### config.mk
export PLATFORM = sky130hd
export DESIGN_NAME = ps2_scancode_rx
export DESIGN_NICKNAME = d
export VERILOG_FILES = /design/src/rtl/ps2_scancode_rx_pkg.sv /design/src/rtl/ps2_scancode_rx_clk_filter.sv /design/src/rtl/ps2_scancode_rx.sv
export SDC_FILE = /design/constraint.sdc
export NUM_CORES = 1
export LEC_CHECK = 0
export BUFFER_PORTS_ARGS = -buffer_cell sky130_fd_sc_hd__buf_2
export CORE_ASPECT_RATIO = 0.5
export CORE_MARGIN = 4
export CORE_UTILIZATION = 55
export DETAILED_ROUTE_END_ITERATION = 7
export GPL_TIMING_DRIVEN = 1
export PLACE_DENSITY = 0.76
export RECOVER_POWER = 100
export SYNTH_ARGS = -nofsm -noshare
export SYNTH_HDL_FRONTEND = slang
export SYNTH_SLANG_ARGS = --single-unit
### constraint.sdc
create_clock -name Pixelclock -period 3.2 [get_ports Pixelclock]
set_input_delay 0.32 -clock Pixelclock [delete_from_list [all_inputs] [get_ports Pixelclock]]
set_output_delay 0.32 -clock Pixelclock [all_outputs]
set_load 0.05 [all_outputs]
### src/rtl/ps2_scancode_rx_pkg.sv
// ps2_scancode_rx_pkg
//   Shared definitions for the PS/2 scan-code receiver and the colour stage
//   that consumes its output: receiver FSM states, PS/2 prefix codes, the
//   colour key codes and a parity helper.
//   Configuration macro used by the receiver: PS2_BREAK_FILTER_EN.
package ps2_scancode_rx_pkg;

  typedef enum logic [1:0] {
    ST_IDLE,
    ST_DATA,
    ST_PARITY,
    ST_STOP
  } ps2State_e;

  localparam logic [7:0] PS2_BREAK = 8'hF0;
  localparam logic [7:0] PS2_EXT   = 8'hE0;

  localparam logic [7:0] KEY_R = 8'h2d;
  localparam logic [7:0] KEY_G = 8'h34;
  localparam logic [7:0] KEY_B = 8'h32;
  localparam logic [7:0] KEY_W = 8'h1d;

  // PS/2 uses odd parity: data bits plus parity bit must hold an odd number of ones.
  function automatic logic oddParityOk(input logic [7:0] dataBits, input logic parityBit);
    return ^{dataBits, parityBit};
  endfunction

endpackage

### src/rtl/ps2_scancode_rx_clk_filter.sv
// ps2_scancode_rx_clk_filter
//   Brings the raw PS/2 lines into the Pixelclock domain and removes glitches
//   from ps2 clock so that only clean 1->0 transitions reach the receiver FSM.
// Ports
//   Pixelclock   in   system clock, all logic on posedge
//   reset        in   asynchronous active-high reset
//   ps2Clk_i     in   raw PS/2 clock (asynchronous)
//   ps2Data_i    in   raw PS/2 data (asynchronous)
//   dataSync_o   out  synchronised PS/2 data
//   fallPulse_o  out  one-cycle pulse on each filtered ps2 clock falling edge
module ps2_scancode_rx_clk_filter #(
  parameter int SYNC_STAGES = 2,
  parameter int FILTER_LEN  = 8
) (
  input  logic Pixelclock,
  input  logic reset,
  input  logic ps2Clk_i,
  input  logic ps2Data_i,
  output logic dataSync_o,
  output logic fallPulse_o
);

  localparam int CW = $clog2(FILTER_LEN + 1);

  logic [SYNC_STAGES-1:0] clkSync_q;
  logic [SYNC_STAGES-1:0] dataSync_q;
  logic [CW-1:0]          filtCnt_q;
  logic                   level_q;
  logic                   fall_q;

  // Synchronisers reset to the idle-high level of the bus so that leaving
  // reset never looks like a falling edge.
  always_ff @(posedge Pixelclock or posedge reset) begin
    if (reset) begin
      clkSync_q  <= '1;
      dataSync_q <= '1;
    end else begin
      clkSync_q  <= {clkSync_q[SYNC_STAGES-2:0], ps2Clk_i};
      dataSync_q <= {dataSync_q[SYNC_STAGES-2:0], ps2Data_i};
    end
  end

  // The filtered level only follows the synchronised clock after FILTER_LEN
  // consecutive samples disagree with it; any agreeing sample restarts the count.
  always_ff @(posedge Pixelclock or posedge reset) begin
    if (reset) begin
      filtCnt_q <= '0;
      level_q   <= 1'b1;
      fall_q    <= 1'b0;
    end else begin
      fall_q <= 1'b0;
      if (clkSync_q[SYNC_STAGES-1] == level_q) begin
        filtCnt_q <= '0;
      end else if (filtCnt_q == CW'(FILTER_LEN - 1)) begin
        filtCnt_q <= '0;
        level_q   <= clkSync_q[SYNC_STAGES-1];
        fall_q    <= level_q;
      end else begin
        filtCnt_q <= filtCnt_q + 1'b1;
      end
    end
  end

  assign dataSync_o  = dataSync_q[SYNC_STAGES-1];
  assign fallPulse_o = fall_q;

endmodule

### src/rtl/ps2_scancode_rx.sv
// ps2_scancode_rx
//   PS/2 keyboard receiver. Collects device-to-host frames (start, 8 data bits
//   LSB first, odd parity, stop) and presents each accepted scan code on colour
//   with a one-cycle colour_check strobe. Malformed or stalled frames give a
//   one-cycle frame_error strobe.
//   Define PS2_BREAK_FILTER_EN to hide key-release sequences (F0 xx) and the
//   E0 prefix from the colour stage.
// Ports
//   Pixelclock    in   system clock, all logic on posedge
//   reset         in   asynchronous active-high reset
//   ps2_clk       in   raw PS/2 clock
//   ps2_data      in   raw PS/2 data
//   colour        out  last accepted scan code, held between strobes
//   colour_check  out  one-cycle strobe, colour has been updated
//   frame_error   out  one-cycle strobe, frame rejected
module ps2_scancode_rx
  import ps2_scancode_rx_pkg::*;
#(
  parameter int SYNC_STAGES    = 2,
  parameter int FILTER_LEN     = 8,
  parameter int TIMEOUT_CYCLES = 25000
) (
  input  logic       Pixelclock,
  input  logic       reset,
  input  logic       ps2_clk,
  input  logic       ps2_data,
  output logic [7:0] colour,
  output logic       colour_check,
  output logic       frame_error
);

  localparam int             TW      = $clog2(TIMEOUT_CYCLES);
  localparam logic [TW-1:0]  TO_LAST = TW'(TIMEOUT_CYCLES - 1);

  logic dataSync;
  logic fallPulse;

  ps2State_e     state_q,       state_d;
  logic [2:0]    bitCnt_q,      bitCnt_d;
  logic [7:0]    shift_q,       shift_d;
  logic          parityOk_q,    parityOk_d;
  logic [TW-1:0] timeout_q,     timeout_d;
  logic [7:0]    colour_q,      colour_d;
  logic          colourCheck_q, colourCheck_d;
  logic          frameError_q,  frameError_d;
`ifdef PS2_BREAK_FILTER_EN
  logic          breakFlag_q,   breakFlag_d;
`endif

  ps2_scancode_rx_clk_filter #(
    .SYNC_STAGES (SYNC_STAGES),
    .FILTER_LEN  (FILTER_LEN)
  ) uClkFilter (
    .Pixelclock  (Pixelclock),
    .reset       (reset),
    .ps2Clk_i    (ps2_clk),
    .ps2Data_i   (ps2_data),
    .dataSync_o  (dataSync),
    .fallPulse_o (fallPulse)
  );

  always_ff @(posedge Pixelclock or posedge reset) begin
    if (reset) begin
      state_q       <= ST_IDLE;
      bitCnt_q      <= '0;
      shift_q       <= '0;
      parityOk_q    <= 1'b0;
      timeout_q     <= '0;
      colour_q      <= '0;
      colourCheck_q <= 1'b0;
      frameError_q  <= 1'b0;
`ifdef PS2_BREAK_FILTER_EN
      breakFlag_q   <= 1'b0;
`endif
    end else begin
      state_q       <= state_d;
      bitCnt_q      <= bitCnt_d;
      shift_q       <= shift_d;
      parityOk_q    <= parityOk_d;
      timeout_q     <= timeout_d;
      colour_q      <= colour_d;
      colourCheck_q <= colourCheck_d;
      frameError_q  <= frameError_d;
`ifdef PS2_BREAK_FILTER_EN
      breakFlag_q   <= breakFlag_d;
`endif
    end
  end

  // One FSM step per filtered falling edge. The edge branch is checked before
  // the timeout so an edge landing on the threshold cycle keeps the frame alive.
  always_comb begin
    state_d       = state_q;
    bitCnt_d      = bitCnt_q;
    shift_d       = shift_q;
    parityOk_d    = parityOk_q;
    colour_d      = colour_q;
    colourCheck_d = 1'b0;
    frameError_d  = 1'b0;
`ifdef PS2_BREAK_FILTER_EN
    breakFlag_d   = breakFlag_q;
`endif

    // Saturating stall counter, held at zero while idle or on any edge.
    if (state_q == ST_IDLE || fallPulse) begin
      timeout_d = '0;
    end else if (timeout_q != TO_LAST) begin
      timeout_d = timeout_q + 1'b1;
    end else begin
      timeout_d = timeout_q;
    end

    if (fallPulse) begin
      unique case (state_q)
        ST_IDLE: begin
          if (!dataSync) begin
            state_d  = ST_DATA;
            bitCnt_d = '0;
          end
        end
        ST_DATA: begin
          shift_d  = {dataSync, shift_q[7:1]};
          bitCnt_d = bitCnt_q + 1'b1;
          if (bitCnt_q == 3'd7) begin
            state_d = ST_PARITY;
          end
        end
        ST_PARITY: begin
          parityOk_d = oddParityOk(shift_q, dataSync);
          state_d    = ST_STOP;
        end
        ST_STOP: begin
          state_d = ST_IDLE;
          if (dataSync && parityOk_q) begin
`ifdef PS2_BREAK_FILTER_EN
            // F0 arms the release filter, E0 is transparent, and the byte
            // after F0 is the released key which is swallowed.
            if (shift_q == PS2_BREAK) begin
              breakFlag_d = 1'b1;
            end else if (shift_q == PS2_EXT) begin
              breakFlag_d = breakFlag_q;
            end else if (breakFlag_q) begin
              breakFlag_d = 1'b0;
            end else begin
              colour_d      = shift_q;
              colourCheck_d = 1'b1;
            end
`else
            colour_d      = shift_q;
            colourCheck_d = 1'b1;
`endif
          end else begin
            frameError_d = 1'b1;
          end
        end
        default: state_d = ST_IDLE;
      endcase
    end else if (state_q != ST_IDLE && timeout_q == TO_LAST) begin
      frameError_d = 1'b1;
      state_d      = ST_IDLE;
      bitCnt_d     = '0;
      shift_d      = '0;
    end
  end

  assign colour       = colour_q;
  assign colour_check = colourCheck_q;
  assign frame_error  = frameError_q;

endmodule

After elaboration in Yosys (flattened, before gate mapping)
Index checks and enable logic that the tools add are counted.
{"block": "op_classes", "add_sub_neg": 3, "eq_ne": 12, "n_mux": 25, "n_bitwise": 1, "n_reduce_logical": 14}
{"operator": "two-way mux 15 bit", "count": 2}
{"operator": "two-way mux 8 bit", "count": 3}
{"operator": "adder 15 x 1 -> 15 bit (second input constant)", "count": 1}
{"operator": "== test 15 bit (second input constant)", "count": 1}
{"operator": "inequality test 15 bit (second input constant)", "count": 1}
{"operator": "two-way mux 1 bit", "count": 9}
{"operator": "two-way mux 3 bit", "count": 3}
{"operator": "inequality test 3 bit (second input constant)", "count": 3}
{"operator": "AND reduction 3 bit", "count": 3}
{"operator": "parity 9 bit", "count": 1}
{"operator": "two-way mux 2 bit", "count": 4}
{"operator": "two-way mux 4 bit", "count": 2}
{"operator": "one-hot mux 2 bit (4 select lines)", "count": 1}
{"operator": "one-hot mux 3 bit (2 select lines)", "count": 1}
{"operator": "AND reduction 2 bit", "count": 3}
{"operator": "nonzero test 2 bit", "count": 3}
{"operator": "adder 4 x 1 -> 4 bit (second input constant)", "count": 1}
{"operator": "== test 2 bit (second input constant)", "count": 2}
{"operator": "== test 4 x 3 -> 1 bit (second input constant)", "count": 1}
{"operator": "adder 3 x 1 -> 3 bit (second input constant)", "count": 1}
{"operator": "== test 3 bit (second input constant)", "count": 1}
{"operator": "== test 2 x 1 -> 1 bit (second input constant)", "count": 1}
{"operator": "logical AND 1 bit", "count": 2}
{"operator": "logical NOT 2 bit", "count": 1}
{"operator": "other kinds (4)", "count": 4}
{"block": "word_totals", "register_bits": 49, "in_bits": 4, "out_inout_bits": 10, "elab_cells": 68}

Longest topological paths before layout
{"block": "depth", "word_depth": 4, "ltp_mapped": 7, "depth_no_buf": 6}

By module
A second synthesis with hierarchy kept.
{"block": "hier_totals", "hier_cells": 216, "area_unflattened_um2": 2331.0}
{"mod": "ps2_scancode_rx", "n_inst": 1, "cells_per_inst": 192, "area_per_inst_um2": 1963.1, "seq_area_each_um2": 975.9}
{"mod": "ps2_scancode_rx_clk_filter", "n_inst": 1, "cells_per_inst": 24, "area_per_inst_um2": 367.9, "seq_area_each_um2": 256.5}

Worst setup path after synthesis
OpenSTA, ideal clock, no wires.
{"block": "synth_path", "path_type": "register to register", "from": "register state_q[0]", "to": "register bitCnt_q[0]", "setup_ns": 0.125, "t_arrival_ns": 1.630, "required_ns": 3.075, "slack_ns": 1.446, "stages_incl_launch_ff": 8, "path_buffers": 1, "synth_period_minus_slack_ns": 1.754, "cell_sequence": "dfrtp_1 inv_1 ha_1 clkbuf_1 nor4_1 and4_1 o21ai_0 mux2_2"}
{"block": "synth_between", "elab_chain_cells": 4, "elab_cells_between_ends": 10, "cone_classes": "eq/ne (3); mux (2); reduce/logical (5)"}
{"element": "start, declared", "line": "ps2_scancode_rx.sv:38", "rtl": "ps2State_e state_q, state_d;"}
{"element": "start signal, assigned", "line": "ps2_scancode_rx.sv:76", "rtl": "state_q <= state_d;"}
{"element": "branches (longest 4 deep; another with inequality test 3 bit)"}
{"element": "end signal, assigned", "line": "ps2_scancode_rx.sv:77", "rtl": "bitCnt_q <= bitCnt_d;"}
{"element": "end, declared", "line": "ps2_scancode_rx.sv:39", "rtl": "logic [2:0] bitCnt_q, bitCnt_d;"}
Several ways; the timed one is not identified.
A chain may end at the register's enable or synchronous reset.

Final worst setup path
{"block": "layout_path", "from": "register state_q[0]", "to": "register shift_q[5]"}
{"block": "layout_between", "elab_chain_cells": 4, "elab_cells_between_ends": 6, "cone_classes": "eq/ne (2); reduce/logical (4)"}
{"element": "nonzero test 2 bit", "line": "ps2_scancode_rx.sv:158", "rtl": "end else if (state_q != ST_IDLE && timeout_q == TO_LAST) begin"}
{"element": "logical AND 1 bit", "line": "ps2_scancode_rx.sv:158"}
{"element": "nonzero test 2 bit (no source line)"}
{"element": "AND reduction 2 bit (no source line) (*)"}
{"element": "end signal, assigned", "line": "ps2_scancode_rx.sv:78", "rtl": "shift_q <= shift_d;"}
{"element": "end, declared", "line": "ps2_scancode_rx.sv:40", "rtl": "logic [7:0] shift_q, shift_d;"}
Every way passes the cells marked *; elsewhere a longest branch is shown, timed or not.

==> run metrics <==
outcome finished, violations left; violated checks max-capacitance violations, max-slew violations; num rows 16; Ys Warns 0; initial core utilization 57.7%; Setup violations, final 0; HP Class in2reg; Rel. slew slack -19.1%; first-pass detailed-route iteration total 4; CP endpoint kind register; core area 0.00392 mm²; routed vias 1,629; clock buffer depth 2; Leak 1.08 nW; EDFF count, synth 0; area of the mapped netlist 0.00226 mm²; Die Span X 98.7 µm; final setup TNS 0 ns; Req. time, crit path 3.37 ns; grt total ovfl 0; syn_area_per_cell 10.1 µm²; crit-path cells inv_1 > ha_1 > nor4_1 > nand4_1 > nor2_1 > o21ai_0; IO Port Bufs 13; unrepaired setup endpoints after global routing no; Ant. Diodes 0; crit path DAT 2.25 ns; CTS tree done; Final Non-Filler Cells 294; Syn Inst Count 224; clk_lat worst skew 0.30 ns; first-pass GRT wire length 6980 µm; Detail Placement HPWL 2760 µm; startpoint types register; DRC violation count after routing 0; die extent in y 53.4 µm; Buf+Inv Stages, Crit Path 1; Mapped Nets 236; clk sinks 49; setup bufs post-CTS 0; peak supply drop 0.366 mV; Slowest Stage Delay on Critical Path 0.45 ns; P&R area growth vs syn 8.13%; detailed router's first-iteration violation count 27; CP Class reg2reg; worst clock skew 0.0116 ns; Worst path slowest cell nor2_1; vias per cell 5.54; initial antenna violation count 0; Seq/Total Area, Yosys 54.5%; Hold Vio Cnt, Final 0; vias in the first global route 1,587; maxcap violations 1; top_reg_cell synth dfrtp_1; Placer Congestion 0.824; nets 251; Async SR Flop Fraction 100%; fin crit share 65.2%; fmax 0.479 GHz; total power 1.07 mW; post-synth cell types 39; Tmin final 2.09 ns; Routed WL 3950 µm; area of the die 0.00527 mm²; ratio of cells with drive above 1 in the final layout 7.50%; post-cts resize count 0; cell count after placement 286; GRT Util Overall 17.2%; remaining antenna violation count 0; Clock transition at path regs 0.09 ns; largest net degree at the start of global routing 50; H-tree depth 2; Power Dens Cells 438 mW/mm²; Worst path top cell family by delay simple AND/OR/NAND/NOR gates; Yosys reg bits 49; Hold Buf Count CTS 0; Slew Limit Fails 50; Max FO, Critical Path 9; routed wire length per instance 13.4 µm; CTS root buf clkbuf_8; Worst Tran Pin Value 1.78 ns; CTS Buf Count 5; num ports 14
## registers in the layout (all words and copies together), names as in the netlist
register,flops
timeout_q,15
colour,8
shift_q,8
uClkFilter.filtCnt_q,4
bitCnt_q,3
state_q,2
uClkFilter.clkSync_q,2
uClkFilter.dataSync_q,2
colour_check,1
frame_error,1
parityOk_q,1
uClkFilter.fallPulse_o,1
uClkFilter.level_q,1
## final cells by class
| cell class | instances | area, µm² |
|---|---|---|
| fill | 345 | 1480 |
| clock inverter | 2 | 10.0 |
| sequential | 49 | 1230 |
| tap | 54 | 67.6 |
| multi-input combinational | 163 | 985 |
| inverter | 7 | 26.3 |
| timing repair buffer | 13 | 52.6 |
| clock buffer | 6 | 72.6 |
## cells by family after synthesis
family / synth area share, %
adders and majority gates: 4.42
xor gates and xnor gates: 7.19
and+or+nand+nor: 22.1
AOI/OAI and AO/OA: 7.91
buffers and inverters: 1.99
DFF: 54.5
muxes: 1.88
## metrics by stage
stage	hold slack (ns)	instance area, µm²	util, %	worst slack (ns)
after CTS	0.0999	2460	62.7	1.10
final	0.111	2450	62.3	1.11
after floorplan	0.324	2260	-	1.45
after global placement	0.348	2380	60.6	1.29
after detailed placement	0.349	2380	60.6	1.10
after global routing	0.0947	2450	62.3	0.812
## worst register-to-register path, delay by kind of cell (launching register included)
kind	cells	cell delay [ns]
AO/OA/AOI/OAI	1	0.16
adder cells (fa/ha/maj)	1	0.31
buffers and inverters	1	0.08
AND/OR/NAND/NOR	3	1.03
flip-flops	1	0.38
## cells in the mapped netlist, drive strengths merged (5+ instances only)
master / number / share of area, %
nand2: 50 / 8.3
nor2: 15 / 2.5
inv: 6 / 1.0
ha: 8 / 4.4
dfrtp: 44 / 49
xnor2: 12 / 4.6
o21ai: 17 / 3.8
a21oi: 7 / 1.5
dfstp: 5 / 5.8
nand3: 6 / 1.5
nor4: 5 / 1.4
## where the power goes
group	internal, mW	switching, mW
Sequential	0.647	0.0178
Combinational	0.0289	0.0326
Clock	0.152	0.194
## per-layer routing
layer | wire length, µm | up-vias | global-route usage (%)
met3 | 152 | 9 | 4.34
li1 | - | 797 | -
met4 | 67 | 0 | 7.48
met2 | 1820 | 33 | 29.2
met5 | 0 | - | 0
met1 | 1910 | 790 | 21.2
## worst paths after layout
| kind | start | to | slack (ns) | depth (start not counted) |
|---|---|---|---|---|
| worst max register to register | state_q[0] | shift_q[5] | 1.11 | 6 |
| worst max-delay path | state_q[0] | shift_q[5] | 1.11 | 6 |
| worst min-delay path | ps2_clk | uClkFilter.clkSync_q[0] | 0.11 | 1 |
| max in group asynchronous | reset | bitCnt_q[0] | 1.58 | 2 |
| min in group asynchronous | reset | shift_q[5] | 0.58 | 2 |
| worst min register to register | uClkFilter.dataSync_q[0] | uClkFilter.dataSync_q[1] | 0.35 | 0 |
## placed cells by master, fill, tap and decap left out, types with 3 or more instances in the layout
cell type | netlist | layout
nand2_1 | 50 | 50
dfrtp_1 | 44 | 44
o21ai_0 | 17 | 17
nor2_1 | 15 | 15
xnor2_1 | 12 | 12
clkbuf_1 | 4 | 11
ha_1 | 8 | 8
a21oi_1 | 7 | 7
inv_1 | 6 | 6
nor4_1 | 5 | 5
nand3_1 | 5 | 5
clkbuf_8 | 0 | 5
nand4_1 | 4 | 4
or3_1 | 4 | 4
xor2_1 | 4 | 4
nor3_1 | 4 | 4
nor4bb_1 | 3 | 3
buf_2 | 0 | 3
dfstp_2 | 5 | 3
(Power assumes the default switching activity.)
